### src/rtl/mem_access_unit.sv
// MEM-stage load/store unit: byte-addressed big-endian loads/stores onto a
// word-addressed synchronous-write data memory, with read-modify-write for sb/sh.
module mem_access_unit #(
    parameter int unsigned ADDR_W = 6
) (
    input  logic              clk,
    input  logic              rst,
    input  logic              op_valid,
    input  logic              op_write,
    input  logic [1:0]        op_size,
    input  logic              op_unsigned,
    input  logic [31:0]       op_addr,
    input  logic [31:0]       op_wdata,
    output logic [31:0]       ld_data,
    output logic              stall,
    output logic              fault,
    output logic [ADDR_W-1:0] mem_addr,
    output logic [31:0]       mem_wd,
    output logic              mem_memwrite,
    output logic              mem_memread,
    input  logic [31:0]       mem_rd
);

    localparam logic [1:0] SZ_BYTE = 2'b00;
    localparam logic [1:0] SZ_HALF = 2'b01;
    localparam logic [1:0] SZ_WORD = 2'b10;

    typedef enum logic {
        S_IDLE   = 1'b0,
        S_RMW_WR = 1'b1
    } state_e;

    state_e            state_q, state_d;
    logic [31:0]       rmw_word_q, rmw_word_d;
    logic [ADDR_W-1:0] rmw_addr_q, rmw_addr_d;

    logic [ADDR_W-1:0] word_idx;
    logic [1:0]        byte_off;
    logic              bad_op;
    logic [7:0]        rd_byte;
    logic [15:0]       rd_half;
    logic [31:0]       ld_ext;
    logic [31:0]       merged;
    logic              unused_addr_hi;

    // Address bits above the memory depth wrap and are intentionally ignored.
    assign unused_addr_hi = ^op_addr[31:ADDR_W+2];
    assign word_idx       = op_addr[ADDR_W+1:2];
    assign byte_off       = op_addr[1:0];

    assign bad_op = (op_size == 2'b11)
                  | ((op_size == SZ_HALF) & op_addr[0])
                  | ((op_size == SZ_WORD) & (byte_off != 2'b00));

    // Big-endian field select and extension of load data.
    always_comb begin
        rd_byte = 8'h00;
        rd_half = byte_off[1] ? mem_rd[15:0] : mem_rd[31:16];
        case (byte_off)
            2'd0:    rd_byte = mem_rd[31:24];
            2'd1:    rd_byte = mem_rd[23:16];
            2'd2:    rd_byte = mem_rd[15:8];
            default: rd_byte = mem_rd[7:0];
        endcase
        case (op_size)
            SZ_BYTE: ld_ext = {{24{~op_unsigned & rd_byte[7]}}, rd_byte};
            SZ_HALF: ld_ext = {{16{~op_unsigned & rd_half[15]}}, rd_half};
            default: ld_ext = mem_rd;
        endcase
    end

    // Insert the store's low byte/half into the word read this cycle.
    always_comb begin
        merged = mem_rd;
        if (op_size == SZ_BYTE) begin
            case (byte_off)
                2'd0:    merged[31:24] = op_wdata[7:0];
                2'd1:    merged[23:16] = op_wdata[7:0];
                2'd2:    merged[15:8]  = op_wdata[7:0];
                default: merged[7:0]   = op_wdata[7:0];
            endcase
        end else if (byte_off[1]) begin
            merged[15:0] = op_wdata[15:0];
        end else begin
            merged[31:16] = op_wdata[15:0];
        end
    end

    always_comb begin
        state_d      = state_q;
        rmw_word_d   = rmw_word_q;
        rmw_addr_d   = rmw_addr_q;
        ld_data      = 32'h0;
        stall        = 1'b0;
        fault        = 1'b0;
        mem_addr     = '0;
        mem_wd       = 32'h0;
        mem_memwrite = 1'b0;
        mem_memread  = 1'b0;
        if (!rst) begin
            case (state_q)
                S_IDLE: begin
                    if (op_valid) begin
                        if (bad_op) begin
                            fault = 1'b1;
                        end else if (!op_write) begin
                            mem_memread = 1'b1;
                            mem_addr    = word_idx;
                            ld_data     = ld_ext;
                        end else if (op_size == SZ_WORD) begin
                            mem_memwrite = 1'b1;
                            mem_addr     = word_idx;
                            mem_wd       = op_wdata;
                        end else begin
                            mem_memread = 1'b1;
                            mem_addr    = word_idx;
                            stall       = 1'b1;
                            rmw_word_d  = merged;
                            rmw_addr_d  = word_idx;
                            state_d     = S_RMW_WR;
                        end
                    end
                end
                S_RMW_WR: begin
                    mem_memwrite = 1'b1;
                    mem_addr     = rmw_addr_q;
                    mem_wd       = rmw_word_q;
                    state_d      = S_IDLE;
                end
                default: state_d = S_IDLE;
            endcase
        end
    end

    always_ff @(posedge clk) begin
        if (rst) begin
            state_q    <= S_IDLE;
            rmw_word_q <= 32'h0;
            rmw_addr_q <= '0;
        end else begin
            state_q    <= state_d;
            rmw_word_q <= rmw_word_d;
            rmw_addr_q <= rmw_addr_d;
        end
    end

endmodule

### config.mk
export PLATFORM = sky130hd
export DESIGN_NAME = mem_access_unit
export DESIGN_NICKNAME = d
export VERILOG_FILES = /design/src/rtl/mem_access_unit.sv
export SDC_FILE = /design/constraint.sdc
export NUM_CORES = 1
export LEC_CHECK = 0
export CAP_MARGIN = 25
export CORE_ASPECT_RATIO = 2
export CORE_MARGIN = 5
export CORE_UTILIZATION = 43
export CTS_CLUSTER_SIZE = 20
export DETAILED_ROUTE_END_ITERATION = 10
export MAX_ROUTING_LAYER = met4
export PLACE_DENSITY = 0.87
export SYNTH_ARGS = -nofsm -noshare
export SYNTH_HDL_FRONTEND = slang
export SYNTH_SLANG_ARGS = --single-unit
### constraint.sdc
create_clock -name clk -period 2.9 [get_ports clk]
set_input_delay 0.435 -clock clk [delete_from_list [all_inputs] [get_ports clk]]
set_output_delay 0.435 -clock clk [all_outputs]
set_load 0.01 [all_outputs]
==> results.md, run 1 <==
* ANT nets after route at 0
* Antenna cell count at 0
* Reg-to-reg startpoint: state_q$_SDFF_PP0_
* Yosys warns at 0
* Wire length of the first global-routing pass at approximately 22000 microns
* Ratio of total power to cell area at 315 nW/um^2
* Library cell contributing the largest single delay on the critical path: clkdlybuf4s50_1
* Area fraction of the dominant cell type after synthesis at a little under a quarter
* Most used cell, CP: clkdlybuf4s50_1
* Crit path launch: op_addr[1]
* GPL Wtd Cong at between 0.9 and 1
* TritonCTS clock tree: yes
* Crit path launch type: primary input
* Post-DR vias/cell at around 6.4
* Antenna violations before repair at 0
* Kind of capture point of the worst setup path: primary output
* Largest clock skew in the final design at between 2 and 3 ps
* Clock sink total at 39
* Layout overhead on the synthesized area at 65.7%
* Chip height at around 130 microns
* CTS H-tree lvls at 2
* Final HPWL DP at approximately 11000 microns
* Synthesized net count at around 540
* Routed wire length per instance at between 20 and 25 microns
* Number of enable-type register cells in the synthesized netlist at 0
* Max clock buf depth at 2
* Util after Layout at slightly above 70%
* Gate count after technology mapping at ~440
* Minimum setup slack in the final design at between 50 and 60 ps
* Number of violations reported at the end of detailed-routing iteration 0 at ~450
* Setup repair after global routing missed its margin: no
* CTS hold repair buffers at 0
* Path type of the worst min-delay path: flip-flop to flip-flop
* Number of library cell types mapped by synthesis at between 40 and 50
* Synth Cell Area at 3300 sq um
* FFs w/ async S/R, synth at 0%
* Required time of the critical path at about 2500 ps
* Most used standard cell by instance count after synthesis: a21oi_1
* Die area at around 9600 sq um
* Router iterations before antenna repair at 5
* Number of rows in the core area at 45
* Slack of the worst reg-to-reg path at between 1000 and 1500 ps
* Period utilisation layout at 98.1%
* Seq/Total Area, Yosys at 23.7%
* Layer carrying the most global-route usage: met2
* Synth Area per Inst at 7.53 sq um
* Met2 usage at 50.3%
* Count of pins over their slew limit at 0
* Max Freq at ~0.35 GHz
* Clock edge transition at the registers on the reported setup and hold paths at approximately 50 ps
* Leading post-synthesis cells by cell area: dfxtp_1 24%, a22o_1 9.6%, a311oi_1 8.5%, a21oi_1 7.3%, o21ai_0 7.1%
* Worst slack at placement at -255 ps
* GRT Util Overall at 29.2%
* Most frequent cells after synthesis: 48 x a21oi_1, 47 x o21ai_0, 39 x dfxtp_1
* IR Drop Worst-Case VDD at 0.000230 V
* Area of the core at 7540 sq um
* Worst Setup EP: ld_data[5]
* Synth Flop Type: dfxtp_1
* Cell count of the worst reg-to-reg path at 5
* Residual overflow from global routing at 0
* Post-detailed-route DRC marker count at 0
* Critical path start-end classification: primary input to primary output
* Worst-margin pin slew at 629 ps
* Final number of setup-violating endpoints at 0
* Initial standard-cell utilization of the core at 43.7%
* Number of synthesized register bits at 39
* Count of buffers inserted at the top-level ports at between 150 and 200
* Maximum fanout count along the critical path at 26
* Floorplan die width at 71.9 microns
* Max stage delay on crit path at around 480 ps
* Clock latency of the later-clocked register in the worst-skew pair at approximately 290 ps
* Leakage power summed over all cells at 2.72 nW
* Normalized max-slew margin at 58.0%
* Overall routed net length at roughly 15000 microns
* Clock root buffer: clkbuf_16
* Num ports at approximately 180
* Via count of the first global-routing pass at around 4200
* Met3 demand-to-capacity share in global routing at about 3.1%
* Final net count at about 690
* GRT met1 Usage at a little under a third
* Cell-by-cell trace of the critical path: clkdlybuf4s50_1 > buf_4 > buf_8 > mux2_2 > a32oi_1 > nor3_1 > clkdlybuf4s50_1
* Total number of vias at ~4400
* Number of maximum-capacitance violations at 0
* Status: completed
* Pin count of the biggest net entering global routing at 43
* Layout cell share with drive strength beyond 1 at 13.9%
* Arrival time reported for the critical path endpoint at about 2400 ps
* Number of buffers created by CTS at 5
* Final number of hold-violating endpoints at 0
* Clock period minus final worst setup slack at approximately 2800 ps
* Endpoint of the most critical register-to-register path: rmw_word_q[28]$_SDFFE_PP0P_
* Cell accounting for the most synthesized area: dfxtp_1
logic make-up after synthesis:
family	Yosys count	share of synthesized area, %
AO/OA/AOI/OAI	213	45.4
multiplexers	10	3.38
flip-flops	39	23.7
buffers and inverters	82	10.7
AND/OR/NAND/NOR	94	16.9
power by group:
group	total, mW	leakage, nW	switching [mW]	internal, mW
Clock	0.645	0.0868	0.218	0.428
Sequential	0.575	0.318	0.0149	0.560
Combinational	0.500	2.32	0.258	0.242
cells in the final DEF, fill, tap and decap left out, drive strengths merged, types with 19 or more instances in the layout:
cell           count
nand2             19
o21ai             48
dfxtp             39
a311oi            32
dlymetal6s2s      40
a22o              36
a21oi             48
buf               50
inv               26
clkdlybuf4s50     93
a221oi            25
cell type report:
type	count	area (sq um)
fillers	608	2080
multi-input cells	317	2230
repair buffers	202	2060
clock inverters	2	35.0
flip-flops and latches	39	781
inverters	26	97.6
clock buffers	6	139
well taps	94	118
worst min path at each step:
stage | start | endpoint | depth (start not counted)
final | rmw_addr_q[0]$_SDFFE_PP0P_ | rmw_addr_q[0]$_SDFFE_PP0P_ | 2
after global placement | rmw_addr_q[4]$_SDFFE_PP0P_ | rmw_addr_q[4]$_SDFFE_PP0P_ | 2
after floorplan | rmw_addr_q[0]$_SDFFE_PP0P_ | rmw_addr_q[0]$_SDFFE_PP0P_ | 2
after global routing | rmw_addr_q[3]$_SDFFE_PP0P_ | rmw_addr_q[3]$_SDFFE_PP0P_ | 2
after CTS | rmw_addr_q[0]$_SDFFE_PP0P_ | rmw_addr_q[0]$_SDFFE_PP0P_ | 2
after detailed placement | rmw_addr_q[0]$_SDFFE_PP0P_ | rmw_addr_q[0]$_SDFFE_PP0P_ | 2
through the flow:
step	setup TNS, ps	cell area [sq um]	std cells	hold WS [ps]	power [mW]
2_1_floorplan	0	3300	438	454	0.805
3_3_place_gp	-1580	5090	674	461	1.05
3_5_place_dp	-2730	5090	674	474	1.06
4_1_cts	-52.4	5290	683	482	1.70
5_1_grt	0	5460	686	518	1.78
6_report	0	5460	686	488	1.72
worst max-delay path: cells and delay by family:
kind / cells / cell delay (ps)
mux: 1 / 400
compound gates: 1 / 190
simple gates: 1 / 80
buf+inv: 4 / 1300
layer usage:
metal,vias up,routed length (microns),share of wire (%)
li1,2014,-,-
met2,261,7670,53
met5,-,0,0
met3,59,894,6.1
met1,2056,5030,34
met4,0,990,6.8
what timing repair did:
item	4_1_cts	5_1_grt
gates cloned	0	1
pin swaps	2	1
setup buffers	1	2
resized for setup	25	48
setup endpoints to repair	47	52
registers in the layout (all words and copies together), names as in the netlist:
register and count:
state_q 1, rmw_word_q 32, rmw_addr_q 6
No activity file was read; power rests on OpenSTA's default activity.
==> inputs of run 2 (changes only) <==
--- a/config.mk
+++ b/config.mk
@@ -5,7 +5,6 @@
 export SDC_FILE = /design/constraint.sdc
 export NUM_CORES = 1
 export LEC_CHECK = 0
-export CAP_MARGIN = 25
 export CORE_ASPECT_RATIO = 2
 export CORE_MARGIN = 5
 export CORE_UTILIZATION = 43
==> results of run 2 <==
Final layout, timing and power as in run 1 (identical DEF).
==> inputs of run 3 (changes only) <==
--- a/config.mk
+++ b/config.mk
@@ -12,6 +12,8 @@
 export DETAILED_ROUTE_END_ITERATION = 10
 export MAX_ROUTING_LAYER = met4
 export PLACE_DENSITY = 0.87
+export SETUP_SLACK_MARGIN = 0.02
+export SLEW_MARGIN = 20
 export SYNTH_ARGS = -nofsm -noshare
 export SYNTH_HDL_FRONTEND = slang
 export SYNTH_SLANG_ARGS = --single-unit
==> results.md, run 3 (synthesis results as in run 1) <==
* Status: completed
* Count of buffers inserted at the top-level ports at 152
* Worst hold slack at between 400 and 500 ps
* Leakage power summed over all cells at roughly 2.7 nW
* Met2 usage at 50.3%
* Layout overhead on the synthesized area at 64.2%
* TritonCTS clock tree: yes
* Final net count at about 690
* Largest clock skew in the final design at roughly 2.7 ps
* Antenna cell count at 0
* Clock root buffer: clkbuf_16
* GRT Util Overall at between 20% and 30%
* Residual overflow from global routing at 0
* Post-detailed-route DRC marker count at 0
* Final HPWL DP at around 11000 microns
* Worst-margin pin slew at between 600 and 700 ps
* Maximum fanout count along the critical path at 26
* Met3 demand-to-capacity share in global routing at under 10%
* Most common cell after layout, fill and taps aside: clkdlybuf4s50_1
* Setup repair after global routing missed its margin: yes
* Critical path start-end classification: primary input to primary output
* Via count of the first global-routing pass at about 4200
* Overall routed net length at 14400 microns
* GRT met1 Usage at between 30% and 40%
* Kind of capture point of the worst setup path: primary output
* Arrival time reported for the critical path endpoint at 2420 ps
* Clock period minus final worst setup slack at 2860 ps
* Period utilisation layout at between 90% and 100%
* Clock sink total at 39
* ANT nets after route at 0
* Initial standard-cell utilization of the core at 43.7%
* Die area at 9620 sq um
* Floorplan die width at just over 70 microns
* Max clock buf depth at 2
* Routed wire length per instance at 21.1 microns
* Path type of the worst min-delay path: flip-flop to flip-flop
* Number of maximum-capacitance violations at 0
* Router iterations before antenna repair at 6
* CTS hold repair buffers at 0
* Final number of hold-violating endpoints at 0
* Reg-to-reg startpoint: state_q$_SDFF_PP0_
* Final number of setup-violating endpoints at 0
* Layout cell share with drive strength beyond 1 at about 14%
* Minimum setup slack in the final design at approximately 41 ps
* Required time of the critical path at between 2000 and 2500 ps
* Post-DR vias/cell at 6.45
* Top reg by flops: rmw_word_q
* Ratio of total power to cell area at ~320 nW/um^2
* Crit path launch type: primary input
* Clock latency of the later-clocked register in the worst-skew pair at about 290 ps
* Chip height at 134 microns
* Area of the core at 7540 sq um
* Max Freq at ~0.35 GHz
* GPL Wtd Cong at just under 1
* Commonest cells after routing, fill and taps aside: 91 x clkdlybuf4s50_1, 48 x a21oi_1, 46 x o21ai_0, 41 x buf_4
* Number of violations reported at the end of detailed-routing iteration 0 at 468
* Launch instance of the worst min-delay path: rmw_addr_q[0]$_SDFFE_PP0P_
* Max reg flops at 32
* Clock edge transition at the registers on the reported setup and hold paths at 60 ps
* Layer carrying the most global-route usage: met2
* Leading registers by flop count: rmw_word_q (32), rmw_addr_q (6), state_q (1)
* Total number of vias at 4411
* Number of buffers created by CTS at 5
* IR Drop Worst-Case VDD at 0.000229 V
* CTS H-tree lvls at 2
* Num ports at approximately 180
* Crit path launch: op_addr[1]
* Wire length of the first global-routing pass at between 20000 and 25000 microns
* Normalized max-slew margin at 57.5%
* Worst slack at placement at -255 ps
* Antenna violations before repair at 0
* Number of rows in the core area at 45
* Pin count of the biggest net entering global routing at 43
* Count of pins over their slew limit at 0
[run 3: changes by cell type in the layout (fill, tap and decap cells not counted), sizes merged]
cell,change
dlymetal6s2s,-1
clkdlybuf4s50,-2
clkbuf,-1
dlygate4sd2,+3
buf,-1
[run 3: worst max-delay path, cell delays in order]
cell and delay (ps):
clkdlybuf4s50_1 460, buf_4 170, buf_8 190, mux2_2 390
a32oi_1 200, nor3_1 80, clkdlybuf4s50_1 480
[run 3: cell type report]
cell class              count  area (sq um)
clock buffers               6           139
clock inverters             2          35.0
fillers                   616          2130
inverters                  26          97.6
multi-input cells         317          2220
flip-flops and latches     39           781
well taps                  94           118
repair buffers            200          2020
[run 3: worst paths after layout]
path,end,slack (ps),cells past startpoint
worst max register to register,rmw_word_q[28]$_SDFFE_PP0P_,1350,5
worst min-delay path,rmw_addr_q[0]$_SDFFE_PP0P_,490,2
worst min register to register,rmw_addr_q[0]$_SDFFE_PP0P_,490,2
worst max-delay path,ld_data[4],40,7
[run 3: timing repair]
item,in CTS,in global routing
setup endpoints to repair,64,49
gates resized for setup,29,45
pin swaps,2,1
setup buffers,1,1
[run 3: power by group]
| part | switching [mW] | leakage (nW) | internal, mW |
|---|---|---|---|
| registers | 0.0151 | 0.318 | 0.560 |
| logic | 0.256 | 2.29 | 0.241 |
| clock network | 0.220 | 0.0868 | 0.428 |
| total | 0.491 | 2.70 | 1.23 |
[run 3: stage by stage]
stage / utilization [%] / std cells / TNS, ps / power [mW] / instance area, sq um
floorplan: - / 438 / 0 / 0.805 / 3300
CTS: 70.1 / 683 / 0 / 1.70 / 5290
detailed placement: 67.4 / 674 / -2730 / 1.06 / 5090
global route: 71.8 / 684 / -20.0 / 1.77 / 5410
global placement: 67.4 / 674 / -1580 / 1.05 / 5090
finish: 71.8 / 684 / 0 / 1.72 / 5410
[run 3: routing by layer]
layer / up-vias / routed length (microns)
met3: 75 / 932
met5: - / 0
li1: 2011 / -
met2: 261 / 7510
met1: 2064 / 4930
met4: 0 / 1040
